### config.mk
export PLATFORM = sky130hd
export DESIGN_NAME = fm_nco_ctrl
export DESIGN_NICKNAME = d
export VERILOG_FILES = /design/src/rtl/fm_nco_ctrl.sv
export SDC_FILE = /design/constraint.sdc
export NUM_CORES = 1
export LEC_CHECK = 0
export ABC_AREA = 1
export CAP_MARGIN = 0
export CORE_ASPECT_RATIO = 0.8
export CORE_MARGIN = 2
export CORE_UTILIZATION = 35
export CTS_CLUSTER_DIAMETER = 60
export DETAILED_ROUTE_END_ITERATION = 6
export DONT_BUFFER_PORTS = 1
export PLACE_DENSITY = 0.55
export SYNTH_ARGS = -nofsm -noshare
export SYNTH_HDL_FRONTEND = slang
export SYNTH_SLANG_ARGS = --single-unit
### constraint.sdc
create_clock -name clk -period 3.35 [get_ports clk]
set_clock_uncertainty 0.15 [all_clocks]
set_input_delay 0.335 -clock clk [delete_from_list [all_inputs] [get_ports clk]]
set_output_delay 0.335 -clock clk [all_outputs]
set_load 0.005 [all_outputs]
### src/rtl/fm_nco_ctrl.sv
// rtl/fm_nco_ctrl.sv - FM transmit NCO tuning-word sequencer.
// Handles the ramp up to the carrier, audio-driven deviation while running, and the ramp back to zero.
module fm_nco_ctrl #(
  parameter int FTW_W     = 18,
  parameter int AUDIO_W   = 16,
  parameter int DIV       = 64,
  parameter int RAMP_STEP = 256
) (
  input  logic               clk,
  input  logic               rst,
  input  logic               cfg_we,
  input  logic [FTW_W-1:0]   cfg_carrier,
  input  logic [3:0]         cfg_dev_shift,
  input  logic               start,
  input  logic               stop,
  input  logic [AUDIO_W-1:0] audio,
  input  logic               audio_valid,
  output logic               audio_ready,
  output logic [FTW_W-1:0]   ftw,
  output logic               nco_en,
  output logic               busy,
  output logic               underrun
);

  localparam int CNT_W = $clog2(DIV);
  localparam logic [CNT_W-1:0] CNT_LAST = CNT_W'(DIV - 1);
  localparam logic [FTW_W:0]   STEP_X   = (FTW_W + 1)'(RAMP_STEP);

  typedef enum logic [1:0] {
    S_IDLE,
    S_RAMP_UP,
    S_RUN,
    S_RAMP_DOWN
  } state_t;

  state_t             state_q, state_d;
  logic [FTW_W-1:0]   ftw_q, ftw_d;
  logic [FTW_W-1:0]   carrier_q, carrier_d;
  logic [3:0]         dev_shift_q, dev_shift_d;
  logic [AUDIO_W-1:0] held_q, held_d;
  logic [CNT_W-1:0]   cnt_q, cnt_d;
  logic               ready_q, ready_d;
  logic               underrun_q, underrun_d;
  logic               active_q, active_d;

  // Deviation path: two guard bits keep the sum exact so saturation can see both overflow directions.
  logic signed [FTW_W+1:0] held_ext;
  logic signed [FTW_W+1:0] dev;
  logic signed [FTW_W+1:0] sum;
  logic [FTW_W-1:0]        run_ftw;
  logic [FTW_W:0]          up_sum;
  logic                    up_done;
  logic                    down_done;

  assign held_ext = {{(FTW_W + 2 - AUDIO_W){held_q[AUDIO_W-1]}}, held_q};
  assign dev      = held_ext >>> dev_shift_q;
  assign sum      = $signed({2'b00, carrier_q}) + dev;

  always_comb begin
    run_ftw = sum[FTW_W-1:0];
    if (sum[FTW_W+1]) begin
      run_ftw = '0;
    end else if (sum[FTW_W]) begin
      run_ftw = '1;
    end
  end

  assign up_sum    = {1'b0, ftw_q} + STEP_X;
  assign up_done   = (up_sum >= {1'b0, carrier_q});
  assign down_done = ({1'b0, ftw_q} <= STEP_X);

  always_comb begin
    state_d     = state_q;
    ftw_d       = ftw_q;
    carrier_d   = carrier_q;
    dev_shift_d = dev_shift_q;
    held_d      = held_q;
    cnt_d       = cnt_q;
    ready_d     = 1'b0;
    underrun_d  = 1'b0;

    case (state_q)
      S_IDLE: begin
        ftw_d = '0;
        if (cfg_we) begin
          carrier_d   = cfg_carrier;
          dev_shift_d = cfg_dev_shift;
        end
        if (start && !stop) begin
          state_d = S_RAMP_UP;
        end
      end

      S_RAMP_UP: begin
        if (stop) begin
          state_d = S_RAMP_DOWN;
        end else if (up_done) begin
          ftw_d   = carrier_q;
          held_d  = '0;
          cnt_d   = '0;
          state_d = S_RUN;
        end else begin
          ftw_d = up_sum[FTW_W-1:0];
        end
      end

      S_RUN: begin
        // ready_q marks the handshake cycle; the transfer lands at the end of it.
        if (ready_q) begin
          if (audio_valid) begin
            held_d = audio;
          end else begin
            underrun_d = 1'b1;
          end
        end
        if (stop) begin
          state_d = S_RAMP_DOWN;
        end else begin
          ftw_d   = run_ftw;
          ready_d = (cnt_q == CNT_LAST);
          cnt_d   = (cnt_q == CNT_LAST) ? '0 : cnt_q + 1'b1;
        end
      end

      S_RAMP_DOWN: begin
        if (down_done) begin
          ftw_d   = '0;
          state_d = S_IDLE;
        end else begin
          ftw_d = ftw_q - STEP_X[FTW_W-1:0];
        end
      end

      default: begin
        state_d = S_IDLE;
        ftw_d   = '0;
      end
    endcase

    active_d = (state_d != S_IDLE);
  end

  always_ff @(posedge clk) begin
    if (rst) begin
      state_q     <= S_IDLE;
      ftw_q       <= '0;
      carrier_q   <= '0;
      dev_shift_q <= '0;
      held_q      <= '0;
      cnt_q       <= '0;
      ready_q     <= 1'b0;
      underrun_q  <= 1'b0;
      active_q    <= 1'b0;
    end else begin
      state_q     <= state_d;
      ftw_q       <= ftw_d;
      carrier_q   <= carrier_d;
      dev_shift_q <= dev_shift_d;
      held_q      <= held_d;
      cnt_q       <= cnt_d;
      ready_q     <= ready_d;
      underrun_q  <= underrun_d;
      active_q    <= active_d;
    end
  end

  assign ftw         = ftw_q;
  assign nco_en      = active_q;
  assign busy        = active_q;
  assign audio_ready = ready_q;
  assign underrun    = underrun_q;

endmodule

==> flow_metrics.tcl <==
set metrics [dict create \
    routed-via-count 6044 \
    finalSetupViolCount 0 \
    status "finished clean" \
    maxCapViolCount 0 \
    clk_pin_slew_worst_paths_ns 0.06 \
    num_io_pins 66 \
    wire_per_inst_um 15.9 \
    area_growth_pct 25.7 \
    initial_core_util_pct 35.8 \
    final_antenna_net_count 0 \
    critPathKind "flip-flop to flip-flop" \
    crit_top_cell "nor2_4" \
    worst_path_max_delay_cell "ha_1" \
    grt_pass1_vias 5331 \
    synth_nets 992 \
    ys.flop_type "dfxtp_1" \
    yosys.area.top_type_share_pct 22.7 \
    synth_cell_types 50 \
    die_h_um 120 \
    clock_sinks 67 \
    clock_power_share_pct 13.5 \
    clockRootBuffer "clkbuf_16" \
    slew_violations 0 \
    period_needed_ns 3.26 \
    antenna_cells 0 \
    peakVddDrop_uv 423 \
    crit_buf_inv 3 \
    antenna_found_initial 0 \
    r2r_start "dev_shift_q[1]" \
    critical_path.top_delay_family "simple AND/OR/NAND/NOR gates" \
    die_area_um2 18000 \
    fin_area_um2 7440 \
    coreArea_um2 16600 \
    yosys_warnings 0 \
    via_per_inst 5.08 \
    cts_buffer_depth 2 \
    port_buffers 0 \
    slowest_delay_ns 0.37 \
    synth_area_leaders "dfxtp_1 (23%), nand2_1 (16%), ha_1 (8.7%)" \
    required_ns 3.43 \
    hold_viol_final 0 \
    place_ws_ns -0.0188 \
    synth-edff-count 0 \
    cp_cell_sequence "clkinvlp_4 > buf_4 > mux2i_2 > nand2_1 > o21ai_2 > o21ai_1 > ha_1 > or2_0 > nand2_2 > nand3b_1 > nand3_4 > nor2_4 > nor2_4 > buf_12 > a22oi_1 > a21oi_2" \
    min_to "held_q[2]" \
    synth-async-reset-ratio_pct 0 \
    grt_overflow 0 \
    reg2reg_to "ftw[6]" \
    whs_path_depth 2 \
    ys_seq_area_share_pct 22.7 \
    postPlaceCellArea_um2 6230 \
    reg2reg_slack_ns 0.09 \
    nFillCells 1740 \
    hp-start "audio[2]" \
    drt-total-wl_um 18900 \
    fin_ws_ns 0.0873 \
    grt_usage_pct 20.2 \
    combPwrFrac_pct 69.1 \
    cts_tree "done" \
    synth-seq-cells 67 \
    fmax_ghz 0.306 \
    min_path_type "input pin to flip-flop" \
    internal-power_uw 3670 \
    die_x_um 149 \
    rr_worst_depth 16 \
    drive_above_1_share_pct 24.3 \
    end_kind "flip-flop" \
    path_max_fanout 6 \
    swShare_pct 50.6 \
    netlist_instances 906 \
    start_kind "flip-flop" \
    max_slew.worst_pin.slew_ns 0.954 \
    netlist_area_um2 5920 \
    power_switching_uw 3760 \
    yosys.area.top_type "dfxtp_1" \
    sequentialPowerShare_pct 17.3 \
    rows 42 \
    syn_area_per_cell_um2 6.53 \
    place.gp.congestion 0.888 \
    cts_made_buffers 9 \
    slew_headroom_pct 36.2 \
    finalCritPeriodShare_pct 97.4 \
    clock_latency_ns 0.34 \
    dp_hpwl_um 14000 \
    p_leak_uw 0.00334 \
    drc 0 \
    grt_pass1_wl_um 28500 \
    powerDensity_nw_per_um2 1000 \
    htree_levels 3 \
    arrival_ns 3.34 \
    rsz0062_at_grt "yes" \
    grt_max_degree 32 \
    firstDrtPassIters 7 \
    drtIter0Drc 387 \
    fin_nets 1050 \
]
[through the flow]
stage          setup TNS [ns]  util (%)  total power [uW]  hold WS, ns  instances
2_1_floorplan               0         -              4420        0.257        906
3_3_place_gp                0      37.7              5420        0.251       1125
3_5_place_dp          -0.0252      37.7              5410        0.257       1125
4_1_cts                     0      40.3              6490      0.00428       1154
5_1_grt                 -1.12      45.0              8030      0.00514       1189
6_report                    0      45.0              7440      0.00832       1189
[cells in the mapped netlist (2+ instances only)]
| library cell | number |
|---|---|
| o21ai_0 | 77 |
| buf_2 | 6 |
| nor2_8 | 2 |
| a22oi_1 | 9 |
| nand3_2 | 2 |
| nor4_1 | 3 |
| buf_4 | 3 |
| o21ai_1 | 2 |
| nand2_1 | 254 |
| nand4_1 | 18 |
| a22oi_2 | 10 |
| or2_2 | 2 |
| nor2_2 | 4 |
| buf_1 | 2 |
| a21oi_2 | 8 |
| clkbuf_1 | 16 |
| dfxtp_1 | 67 |
| nand3b_1 | 4 |
| o21ai_2 | 3 |
| xnor2_1 | 8 |
| nand3_1 | 45 |
| a21oi_1 | 68 |
| xor2_1 | 16 |
| o211ai_1 | 4 |
| inv_2 | 6 |
| nand2_4 | 4 |
| mux2i_1 | 7 |
| nor3_1 | 8 |
| nand2_8 | 3 |
| nand2_2 | 10 |
| nor2_4 | 5 |
| nor2_1 | 65 |
| o21bai_1 | 2 |
| buf_6 | 7 |
| nand3_4 | 2 |
| inv_1 | 100 |
| ha_1 | 41 |
[layout by cell type, fill, tap and decap left out, types with 13 or more instances in the layout]
cell	count
o21ai_1	21
dfxtp_1	65
o21ai_0	41
nand3_1	43
xor2_1	14
a21oi_2	18
inv_1	97
ha_1	32
nand4_1	18
nor2_1	59
nand2_1	232
buf_4	60
nand2_2	25
o21ai_2	19
a21oi_1	58
a22oi_2	13
[layer usage]
metal  vias up  global-route usage [%]  routed length (um)
met5         -                       0                   0
met4         0                    4.23                 195
met3        12                    4.64                1280
met2       172                    29.8                8090
met1      2761                    29.8                9320
li1       3099                       -                   -
[flip-flops by register name, indices dropped and copies added, names as in the netlist]
| signal | cells |
|---|---|
| carrier_q | 18 |
| busy | 1 |
| dev_shift_q | 4 |
| held_q | 16 |
| ftw | 18 |
| audio_ready | 1 |
| underrun | 1 |
| state_q | 2 |
| cnt_q | 6 |
[cell families (layout without fill, tap and decap cells)]
logic type / count (synthesis) / after routing / share of synthesized area [%]
muxes: 7 / 7 / 1.18
and+or+nand+nor: 436 / 439 / 34.1
adders and majority gates: 42 / 42 / 9.01
AOI/OAI and AO/OA: 187 / 187 / 18.8
DFF: 67 / 67 / 22.7
xor gates and xnor gates: 24 / 24 / 3.55
buffers and inverters: 143 / 203 / 10.7
[area by class of cell]
cell class	count	area (um^2)	area share (%)
Multi-Input combinational cell	699	4400	59.2
Timing Repair inverter	1	7.51	0.101
Clock inverter	7	73.8	0.992
Tap cell	220	275	3.70
Timing Repair Buffer	79	696	9.35
Clock buffer	9	225	3.03
Inverter	107	413	5.55
Sequential cell	67	1350	18.1
[what timing repair did]
action                     in CTS  in global routing
gates resized for setup         6                136
buffers inserted                0                 30
setup endpoints to repair       5                 32
hold endpoints to repair       28                  0
hold buffers                   11                  0
gates cloned                    2                  5
pin swaps                       2                 41
[how the worst max path moves through the flow]
stage,from,end,slack [ns],cells past startpoint
after global routing,dev_shift_q[1],ftw[12],-0.12,23
final,dev_shift_q[1],ftw[6],0.09,16
after global placement,dev_shift_q[0],ftw[1],0.02,21
after detailed placement,dev_shift_q[0],ftw[16],-0.02,20
after CTS,dev_shift_q[0],ftw[9],0.003,18
after floorplan,dev_shift_q[1],ftw[5],0.30,17
[power groups by stage]
stage | combinational [uW] | sequential (uW) | clock, uW
6_report | 5140 | 1290 | 1010
2_1_floorplan | 3220 | 1200 | 0
4_1_cts | 4230 | 1250 | 1010
3_3_place_gp | 4150 | 1270 | 0
5_1_grt | 5660 | 1320 | 1050
3_5_place_dp | 4150 | 1260 | 0
No activity file was read; power rests on OpenSTA's default activity.
==> variant (config.mk and constraints unchanged) <==
Register the output `underrun` once more, cleared by the reset; this adds one clock of latency there. The other outputs are not delayed to match.
--- a/src/rtl/fm_nco_ctrl.sv
+++ b/src/rtl/fm_nco_ctrl.sv
@@ -168,7 +168,13 @@
   assign nco_en      = active_q;
   assign busy        = active_q;
   assign audio_ready = ready_q;
-  assign underrun    = underrun_q;
+  always_ff @(posedge clk) begin
+    if (rst) begin
+      underrun <= '0;
+    end else begin
+      underrun <= underrun_q;
+    end
+  end
 
 endmodule
 
Check against the original RTL: no difference found for any inputs over 10 cycles, from zero or initial values and one cycle with rst high; that may be too few to reach the edited logic, so the function may still have changed.
==> variant against the original RTL <==
Cell count is 0.93% higher; synthesized cell count up 3.3%; worst setup slack improved by 53 ps; wire length shrank 4.0%; synthesized area is 2.8% lower; sequential cell count increased by 1; maximum frequency grew 1.6%; final area fell by 3.1%; utilization grew 0.39 points; critical path depth up 9; power fell by 12%; largest power group unchanged.
==> variant: results (changes against the original RTL) <==
| Metric | Value |
|---|---|
| Capture endpoint of the worst hold path | held_q[15] |
| P_leak | 3.39 nW (+1.5%) |
| Total internal power | 3.31 mW (-10%) |
| Depth of the most critical reg-to-reg path | 25 (+9) |
| M1 WL | 9090 um (-2.5%) |
| Drt initial violations | 351 (-9.3%) |
| CP Data Arrival Time | 3330 ps (about the same) |
| Number of iterations in the first detailed-routing pass | 5 (-2) |
| DR WL/cell | 15.1 um (-4.9%) |
| Net count of the finished layout | 1066 (+1.5%) |
| Vias per cell | 4.98 (-2.1%) |
| Status | finished, final reports clean |
| Met1 global-route usage | 0.301 (+0.00277) |
| Worst-case vdd ir drop | 0.486 mV (+15%) |
| Cells taking the most area after synthesis | dfxtp_1, nand2_1, ha_1 |
| Number of distinct standard cells referenced by the synthesized netlist | 40 (-20%) |
| R2R Path Start | dev_shift_q[0] |
| Power Combinational | 4.40 mW (-14%) |
| R2R Path End | ftw[13] |
| First-pass GRT wire length | 28500 um (about the same) |
| Fraction of final layout cells with drive strength greater than 1 | 0.206 (-0.0364) |
| CTS-repair resized insts | 7 (+1) |
| Hold buffers post-CTS | 12 (+1) |
| Most instantiated cells after synthesis | nand2_1, inv_1, o21ai_0 |
| GR Util met2 | 0.305 (+0.00674) |
| Met2 Wirelength | 7830 um (-3.2%) |
| Routability-driven placement congestion ratio | 0.906 (+2.1%) |
| Placed inst area | 6200 um^2 (-0.54%) |
| Largest net degree at the start of global routing | 44 (+38%) |
| Share of the synthesized area in compound gates (AO/OA/AOI/OAI) | 0.177 (-0.0101) |
| Share of cell area taken by muxes after synthesis | 0.00870 (-0.00314) |
| GR met3 Demand/Resource | 0.0436 (-0.00279) |
| Total Routing Usage GR | 0.204 (+0.00212) |
| HP Start | audio[15] |
| Sequential cell area fraction in the yosys report | 0.237 (+0.00993) |
| Reg-to-reg setup timing slack | 140 ps (+50 ps) |
| Routed wire length on met3 | 1040 um (-19%) |
| Power of the clock network | 0.957 mW (-5%) |
| Half-perimeter wire length of the detailed placement result | 13900 um (-0.87%) |
| Syn Nets | 1022 (+3.0%) |
| XOR/XNOR Fraction of Synth Area | 0.0320 (-0.00355) |
## variant: cell types whose count changed after synthesis, moves of 7 or more
cell / before / now
inv_1: 100 / 114
nand2_1: 254 / 300
a22oi_1: 9 / 2
nor2_1: 65 / 56
o21ai_0: 77 / 84
a21oi_1: 68 / 75
a21oi_2: 8 / 1
nand3_1: 45 / 61
## variant: through the flow
step,worst slack [ps],std cells,hold WS (ps)
2_1_floorplan,149,936,238
3_3_place_gp,-117,1157,246
3_5_place_dp,-68.8,1157,243
4_1_cts,12.5,1185,1.60
5_1_grt,-98.8,1200,8.45
6_report,140,1200,5.96
## variant: layout make-up
type                            instances  area, um^2  share of cell area
Clock inverter                          6        65.1             0.00902
Tap cell                              215         269              0.0373
Sequential cell                        68        1370               0.190
Multi-Input combinational cell        717        4170               0.578
Clock buffer                           10         229              0.0318
Timing Repair Buffer                   68         668              0.0927
Inverter                              116         443              0.0614
